==> config.mk <==
export PLATFORM = sky130hd
export DESIGN_NAME = sdram_frame_writer_flat
export DESIGN_NICKNAME = d
export VERILOG_FILES = /design/src/rtl/sdram_frame_writer_pkg.sv /design/src/rtl/i_avl_bus.sv /design/src/rtl/fifo_sync_ram.sv /design/src/rtl/sdram_frame_writer.sv /design/src/flat_wrapper.sv
export SDC_FILE = /design/constraint.sdc
export NUM_CORES = 2
export LEC_CHECK = 0
export BUFFER_PORTS_ARGS = -buffer_cell sky130_fd_sc_hd__buf_2
export CAP_MARGIN = 40
export CELL_PAD_IN_SITES_DETAIL_PLACEMENT = 0
export CELL_PAD_IN_SITES_GLOBAL_PLACEMENT = 1
export CORE_MARGIN = 3
export CORE_UTILIZATION = 60
export CTS_CLUSTER_DIAMETER = 150
export DETAILED_ROUTE_END_ITERATION = 12
export PLACE_DENSITY_LB_ADDON = 0.05
export REMOVE_ABC_BUFFERS = 1
export SETUP_SLACK_MARGIN = 0.4
export SLEW_MARGIN = 10
export SYNTH_ARGS = -nofsm -noshare
export SYNTH_HDL_FRONTEND = slang
export SYNTH_SLANG_ARGS = --single-unit
==> constraint.sdc <==
create_clock -name clk -period 11.35 [get_ports clk]
set_input_delay 2.27 -clock clk [delete_from_list [all_inputs] [get_ports clk]]
set_output_delay 2.27 -clock clk [all_outputs]
set_load 0.01 [all_outputs]
==> src/rtl/sdram_frame_writer_pkg.sv <==
// Shared types and widths for the camera-to-SDRAM frame writer.
// Latency: n/a (declarations only).
// Backpressure: n/a.
package sdram_frame_writer_pkg;

  localparam int PIX_W  = 16;
  localparam int WORD_W = 32;

  typedef enum logic [1:0] {
    S_IDLE,
    S_FILL,
    S_BURST,
    S_NEXT
  } state_t;

endpackage

==> src/rtl/i_avl_bus.sv <==
// Avalon-style burst bus between a write master and the SDRAM controller slave port.
// Latency: n/a (wires only).
// Backpressure: slave stalls a beat by holding request_ready low.
interface i_avl_bus;
  logic [31:0] address;
  logic [3:0]  byte_en;
  logic        write;
  logic [31:0] write_data;
  logic        begin_burst_transfer;
  logic [7:0]  burst_count;
  logic        request_ready;
  logic        read;
  logic        resp_ready;

  modport master (
    output address, byte_en, write, write_data, begin_burst_transfer,
           burst_count, read, resp_ready,
    input  request_ready
  );

  modport slave (
    input  address, byte_en, write, write_data, begin_burst_transfer,
           burst_count, read, resp_ready,
    output request_ready
  );
endinterface

==> src/rtl/fifo_sync_ram.sv <==
// Show-ahead synchronous FIFO; the head word is always presented on rd_data.
// Latency: a word written at edge n is visible at the head by edge n+1.
// Backpressure: writes while full are ignored; the caller sees full and accounts for the drop.
module fifo_sync_ram #(
  parameter int WIDTH = 32,
  parameter int DEPTH = 64
) (
  input  logic                       clk,
  input  logic                       rest,
  input  logic                       flush,
  input  logic                       wr_en,
  input  logic [WIDTH-1:0]           wr_data,
  input  logic                       rd_en,
  output logic [WIDTH-1:0]           rd_data,
  output logic [$clog2(DEPTH):0]     count,
  output logic                       full
);
  // DEPTH is expected to be a power of two so the pointers wrap naturally.
  localparam int AW = $clog2(DEPTH);

  logic [WIDTH-1:0] mem [DEPTH];
  logic [AW-1:0]    wr_ptr;
  logic [AW-1:0]    rd_ptr;
  logic             do_wr;
  logic             do_rd;

  assign full    = (count == (AW+1)'(DEPTH));
  assign do_wr   = wr_en && !full;
  assign do_rd   = rd_en && (count != '0);
  assign rd_data = mem[rd_ptr];

  // Storage array: written only when there is room.
  always_ff @(posedge clk) begin
    if (do_wr) mem[wr_ptr] <= wr_data;
  end

  // Pointers and occupancy; a simultaneous write and read leaves count unchanged.
  always_ff @(posedge clk) begin
    if (rest || flush) begin
      wr_ptr <= '0;
      rd_ptr <= '0;
      count  <= '0;
    end else begin
      if (do_wr) wr_ptr <= wr_ptr + 1'b1;
      if (do_rd) rd_ptr <= rd_ptr + 1'b1;
      if (do_wr && !do_rd)      count <= count + 1'b1;
      else if (!do_wr && do_rd) count <= count - 1'b1;
    end
  end
endmodule

==> src/rtl/sdram_frame_writer.sv <==
// Packs RGB565 pixel pairs into 32-bit words and writes one frame as fixed-length SDRAM bursts.
// Latency: pixel pair to FIFO head 1 cycle; write asserts 1 cycle after BURST_LEN words are buffered.
// Backpressure: slave stalls via request_ready (data held); pixels have none, so a full FIFO drops words and sets overflow.
module sdram_frame_writer
  import sdram_frame_writer_pkg::*;
#(
  parameter logic [31:0] FRAME_BASE  = 32'h0000_0000,
  parameter int unsigned FRAME_WORDS = 153600,
  parameter int unsigned BURST_LEN   = 16,
  parameter int unsigned FIFO_DEPTH  = 64
) (
  input  logic             clk,
  input  logic             rest,
  input  logic             frame_start,
  input  logic             pix_valid,
  input  logic [PIX_W-1:0] pix_data,
  i_avl_bus.master         avl_m0,
  output logic             busy,
  output logic             frame_done,
  output logic             overflow
);
  localparam int          CW          = $clog2(FIFO_DEPTH) + 1;
  localparam int          BW          = $clog2(BURST_LEN) + 1;
  localparam logic [31:0] BURST_BYTES = 32'(4 * BURST_LEN);
  localparam logic [31:0] LAST_WORD   = 32'(FRAME_WORDS);

  state_t            state;
  logic              phase;
  logic [PIX_W-1:0]  hi_pix;
  logic              restart_pend;
  logic [31:0]       word_cnt;
  logic [BW-1:0]     beat_cnt;
  logic [31:0]       address_q;
  logic              write_q;
  logic              bbt_q;

  logic [CW-1:0]     fifo_count;
  logic              fifo_full;
  logic [WORD_W-1:0] fifo_head;
  logic              accept;
  logic              flush;
  logic              pix_ok;
  logic              fifo_wr;

  // write is only ever high in S_BURST, so this is exactly a beat acceptance.
  assign accept = write_q && avl_m0.request_ready;

  // A start outside a burst flushes at once; a start inside a burst waits for S_NEXT.
  assign flush = (frame_start && (state != S_BURST)) ||
                 ((state == S_NEXT) && restart_pend);

  // Pixels count only inside a live frame; a start pulse and a pending restart discard them.
  assign pix_ok  = pix_valid && (state != S_IDLE) && !restart_pend && !frame_start;
  assign fifo_wr = pix_ok && phase;

  fifo_sync_ram #(
    .WIDTH (WORD_W),
    .DEPTH (FIFO_DEPTH)
  ) u_fifo (
    .clk     (clk),
    .rest    (rest),
    .flush   (flush),
    .wr_en   (fifo_wr),
    .wr_data ({hi_pix, pix_data}),
    .rd_en   (accept),
    .rd_data (fifo_head),
    .count   (fifo_count),
    .full    (fifo_full)
  );

  assign avl_m0.address              = address_q;
  assign avl_m0.write                = write_q;
  assign avl_m0.begin_burst_transfer = bbt_q;
  assign avl_m0.write_data           = fifo_head;
  assign avl_m0.byte_en              = 4'hF;
  assign avl_m0.burst_count          = 8'(BURST_LEN - 1);
  assign avl_m0.read                 = 1'b0;
  assign avl_m0.resp_ready           = 1'b0;

  // Frame sequencer: packs pixels, tracks the frame, and drives registered burst controls.
  always_ff @(posedge clk) begin
    if (rest) begin
      state        <= S_IDLE;
      phase        <= 1'b0;
      hi_pix       <= '0;
      restart_pend <= 1'b0;
      word_cnt     <= '0;
      beat_cnt     <= '0;
      address_q    <= FRAME_BASE;
      write_q      <= 1'b0;
      bbt_q        <= 1'b0;
      busy         <= 1'b0;
      frame_done   <= 1'b0;
      overflow     <= 1'b0;
    end else begin
      frame_done <= 1'b0;

      if (pix_ok) begin
        phase <= ~phase;
        if (!phase) hi_pix <= pix_data;
      end
      if (fifo_wr && fifo_full) overflow <= 1'b1;
      if (frame_start) phase <= 1'b0;

      case (state)
        S_IDLE: begin
          if (frame_start) begin
            state        <= S_FILL;
            address_q    <= FRAME_BASE;
            word_cnt     <= '0;
            overflow     <= 1'b0;
            busy         <= 1'b1;
            restart_pend <= 1'b0;
          end
        end

        S_FILL: begin
          if (frame_start) begin
            address_q <= FRAME_BASE;
            word_cnt  <= '0;
            overflow  <= 1'b0;
          end else if (fifo_count >= CW'(BURST_LEN)) begin
            state    <= S_BURST;
            write_q  <= 1'b1;
            bbt_q    <= 1'b1;
            beat_cnt <= '0;
          end
        end

        S_BURST: begin
          // The controller cannot abort a burst, so a start is only remembered here.
          if (frame_start) restart_pend <= 1'b1;
          if (accept) begin
            word_cnt <= word_cnt + 32'd1;
            if (beat_cnt == BW'(BURST_LEN - 1)) begin
              write_q   <= 1'b0;
              bbt_q     <= 1'b0;
              address_q <= address_q + BURST_BYTES;
              state     <= S_NEXT;
            end else begin
              beat_cnt <= beat_cnt + 1'b1;
            end
          end
        end

        S_NEXT: begin
          // A restart wins over completion: the old frame is abandoned without frame_done.
          if (restart_pend || frame_start) begin
            address_q    <= FRAME_BASE;
            word_cnt     <= '0;
            overflow     <= 1'b0;
            restart_pend <= 1'b0;
            state        <= S_FILL;
          end else if (word_cnt == LAST_WORD) begin
            state      <= S_IDLE;
            frame_done <= 1'b1;
            busy       <= 1'b0;
          end else begin
            state <= S_FILL;
          end
        end

        default: state <= S_IDLE;
      endcase
    end
  end
endmodule

==> src/flat_wrapper.sv <==
// flat-port wrapper written by rule: the top's interface ports become plain ports
module sdram_frame_writer_flat import sdram_frame_writer_pkg::*;
#(
  parameter logic [31:0] FRAME_BASE  = 32'h0000_0000,
  parameter int unsigned FRAME_WORDS = 153600,
  parameter int unsigned BURST_LEN   = 16,
  parameter int unsigned FIFO_DEPTH  = 64
)
  (clk, rest, frame_start, pix_valid, pix_data, busy, frame_done, overflow, avl_m0_address, avl_m0_byte_en, avl_m0_write, avl_m0_write_data, avl_m0_begin_burst_transfer, avl_m0_burst_count, avl_m0_read, avl_m0_resp_ready, avl_m0_request_ready);
  i_avl_bus avl_m0_i ();
  input  logic clk;
  input  logic rest;
  input  logic frame_start;
  input  logic pix_valid;
  input  logic [PIX_W-1:0] pix_data;
  output logic busy;
  output logic frame_done;
  output logic overflow;
  output wire logic [$bits(avl_m0_i.address)-1:0] avl_m0_address;
  output wire logic [$bits(avl_m0_i.byte_en)-1:0] avl_m0_byte_en;
  output wire logic [$bits(avl_m0_i.write)-1:0] avl_m0_write;
  output wire logic [$bits(avl_m0_i.write_data)-1:0] avl_m0_write_data;
  output wire logic [$bits(avl_m0_i.begin_burst_transfer)-1:0] avl_m0_begin_burst_transfer;
  output wire logic [$bits(avl_m0_i.burst_count)-1:0] avl_m0_burst_count;
  output wire logic [$bits(avl_m0_i.read)-1:0] avl_m0_read;
  output wire logic [$bits(avl_m0_i.resp_ready)-1:0] avl_m0_resp_ready;
  input wire logic [$bits(avl_m0_i.request_ready)-1:0] avl_m0_request_ready;
  assign avl_m0_address = avl_m0_i.address;
  assign avl_m0_byte_en = avl_m0_i.byte_en;
  assign avl_m0_write = avl_m0_i.write;
  assign avl_m0_write_data = avl_m0_i.write_data;
  assign avl_m0_begin_burst_transfer = avl_m0_i.begin_burst_transfer;
  assign avl_m0_burst_count = avl_m0_i.burst_count;
  assign avl_m0_read = avl_m0_i.read;
  assign avl_m0_resp_ready = avl_m0_i.resp_ready;
  assign avl_m0_i.request_ready = avl_m0_request_ready;
  sdram_frame_writer #(.FRAME_BASE(FRAME_BASE), .FRAME_WORDS(FRAME_WORDS), .BURST_LEN(BURST_LEN), .FIFO_DEPTH(FIFO_DEPTH)) u_core (.clk(clk), .rest(rest), .frame_start(frame_start), .pix_valid(pix_valid), .pix_data(pix_data), .avl_m0(avl_m0_i), .busy(busy), .frame_done(frame_done), .overflow(overflow));
endmodule
==> results.tsv <==
metric	value	unit
number of synthesized flops with an enable pin	2048	
Synth Flop Type	edfxtp_1	
Worst-path clk slew	0.06	ns
Mapped Cells	3863	
Hold Path Origin	u_core.hi_pix[4]	
CTS-repair resized insts	0	
cell area after synthesis	0.0822	mm²
WL per Instance	34.4	µm
max-cap violation count	0	
sequential cell area	0.0638	mm²
Initial Util	0.605	
final setup fails	0	
clock skew	0.0299	ns
synth warn	0	
synthesized flop and latch total	2160	
DP HPWL	110000	µm
top cell type by total area after synthesis	edfxtp_1	
Global Route Usage Sum	0.299	
full die area	0.141	mm²
Worst EP arrival	5.32	ns
via/cell ratio	6.83	
GP Congestion	0.833	
ordered cell list for the critical path	buf_4 > buf_4 > mux4_2 > a221oi_1 > o221ai_1 > buf_2	
Setup Fix Bufs, Post-CTS	0	
mean post-synth cell area	21.3	µm²
CP Buf/Inv Count	3	
most used cell, CP	buf_4	
Area Growth Syn to Fin	12.6	%
Tcrit/Tclk final	0.669	
relative slew slack	0.277	
worst skew pair latency	0.83	ns
Final nets	4127	
Die Y-Extent	376	µm
leak pwr	29.3	nW
Seq/Total Area, Yosys	0.776	
Area contributors post-synth	edfxtp_1 75%, mux4_2 14%, dfxtp_1 2.7%, o22ai_1 0.97%, nor2_1 0.84%	
cell area after placement	0.0858	mm²
IO Port Bufs	83	
FF-to-FF Start	u_core.state[0]	
overall power	16.0	mW
vias in the first global route	41724	
Rows	135	
startpoint types	register	
Num CTS Buffers	207	
worst-path fanout max	59	
Max Freq	132	MHz
Slowest-stage cell, CP	a221oi_1	
hold buffers post-CTS	0	
CP peak stage delay	0.93	ns
top-count cell post-synth	edfxtp_1	
Placed Cells	5654	
CTS root buf	clkbuf_16	
post-route DRC violation count	0	
RSZ-0062 raised after global routing	false	
H-tree levels	4	
Max Root-Sink Buffers	3	
fraction of registers with async set/reset	0	
# fillers	8493	
I/O pin cnt	104	
layout cells sized above 1	0.272	
Post-Layout Cell Count	6042	
largest net degree at the start of global routing	122	
critical path's top delay family	buffers and inverters	
first-pass GRT wire length	297000	µm
multi-input gate area in the final layout	0.0180	mm²
post-route cell area	0.0926	mm²
Slew Viols, Final	0	
status	finished clean	
Pwr Density	173	mW/mm²
TritonRoute pass-1 iters	7	
endpoints failing hold	0	
Final Critical Period	7.59	ns
Crit. End Element	output pin	
Die Wd	376	µm
Initial DRC Count	5008	
Commonest cells post-synth	2048 x edfxtp_1, 512 x mux4_2, 185 x nor2_1, 135 x clkbuf_1, 128 x o22ai_1	
CTS tree	yes	
core area	0.136	mm²
VDD IR max	0.000149	V
antenna violation net count after detailed routing	0	
initial antenna violation count	5	
top-area cell type share of the netlist area	0.748	
WP data required	9.08	ns
global route overflow	0	
Num Clock Sinks	2160	
synth unique cells	55	
Total Wirelength	208000	µm
Min-Delay Path Class	reg2reg	
kind of critical path	reg2out	
via count	41265	
Slew @ Worst Pin	1.09	ns
-- worst reg2reg max path, stage by stage (launching register included) --
cell	delay [ns]
dfxtp_1	0.39
inv_1	0.11
ha_1	0.31
or4b_4	0.55
a311oi_4	0.72
and2_4	0.31
nand2_1	0.54
nor2_4	0.74
buf_4	0.47
-- metrics by stage --
stage                     hold WS, ns  utilization  worst slack, ns  TNS, ns
after detailed placement        0.445        0.632             4.72        0
after global placement          0.440        0.630             4.72        0
after CTS                       0.454        0.681             3.81        0
after global routing            0.472        0.682             3.73        0
after floorplan                 0.464            -           -13.40  -428.41
final                           0.451        0.682             3.76        0
-- final cells by class --
| cell class | instances | area share |
|---|---|---|
| Sequential cell | 2160 | 0.689 |
| Multi-Input combinational cell | 1472 | 0.194 |
| Clock buffer | 261 | 0.0599 |
| Tap cell | 1781 | 0.0241 |
| Timing Repair Buffer | 231 | 0.0192 |
| Clock inverter | 120 | 0.0127 |
| Inverter | 15 | 0.000608 |
| Antenna cell | 2 | 0.0000541 |
-- per-layer routing --
layer	track usage	share of wire
met5	0	0.000043
met4	0.106	0.036
met3	0.0645	0.097
met2	0.469	0.48
met1	0.424	0.39
-- final timing paths --
kind	endpoint	slack [ns]	cells after the start
min	u_core.hi_pix[4]	0.45	2
max reg2reg	u_core.u_fifo.mem[36][15]	6.86	8
max	avl_m0_write_data[15]	3.76	6
min reg2reg	u_core.hi_pix[4]	0.45	2
-- placed cells by master (no fill, tap or decap), types with 7 or more instances in the layout --
master      netlist  final
xnor2_1          24     24
nor3_1           51     51
nor2_1          185    119
clkbuf_1        135     42
nand4_1          24     24
nand3_1          23     23
nand2_1          76     75
dfxtp_2           0     16
buf_2            50     86
bufinv_16         0     19
a21oi_1          75     75
inv_6             0      7
clkinvlp_4        0     13
edfxtp_1       2048   2048
clkinv_2          0     38
a221oi_1         62     62
mux4_2          512    512
nand3b_1          7      7
o22ai_1         128    128
nor2_4            0     66
o21ai_0          20     19
nor2b_1          12      7
conb_1            2     20
a22o_1           62     62
nand2b_1         11      7
and4_1            9      9
clkbuf_16         0    211
dfxtp_1         112     93
or3_1             9      9
inv_1            15     15
buf_4            21    124
clkinv_1          0     35
ha_1             18     18
nor4_1           12     12
buf_12            0     12
xor2_1           37     37
clkbuf_8          0      8
o221ai_1         31     31
-- power by group --
part | switching (mW) | total [mW] | internal (mW) | leakage [nW]
Combinational | 0.308 | 0.394 | 0.0868 | 5.61
Sequential | 0.0458 | 8.83 | 8.79 | 20.4
Clock | 2.89 | 6.78 | 3.89 | 3.27
-- logic make-up after synthesis --
logic type      after synthesis  share of synthesized area
xor+xnor                     61                    0.00650
simple gates                454                     0.0265
flops                      2160                      0.776
other cells                   2                  0.0000914
fa+ha+maj                    19                    0.00298
buf+inv                     249                     0.0131
mux                         517                      0.141
compound gates              401                     0.0344
-- flip-flops by register name (all words and copies together), names as in the netlist, 2 cells and up, named ones only --
register               count
u_core.word_cnt           32
u_core.u_fifo.count        7
u_core.hi_pix             16
u_core.avl_m0.address     26
u_core.u_fifo.wr_ptr       6
u_core.u_fifo.rd_ptr       6
u_core.u_fifo.mem       2048
u_core.state               2
u_core.beat_cnt            5
Note: power is estimated with default switching activity, not from simulation.
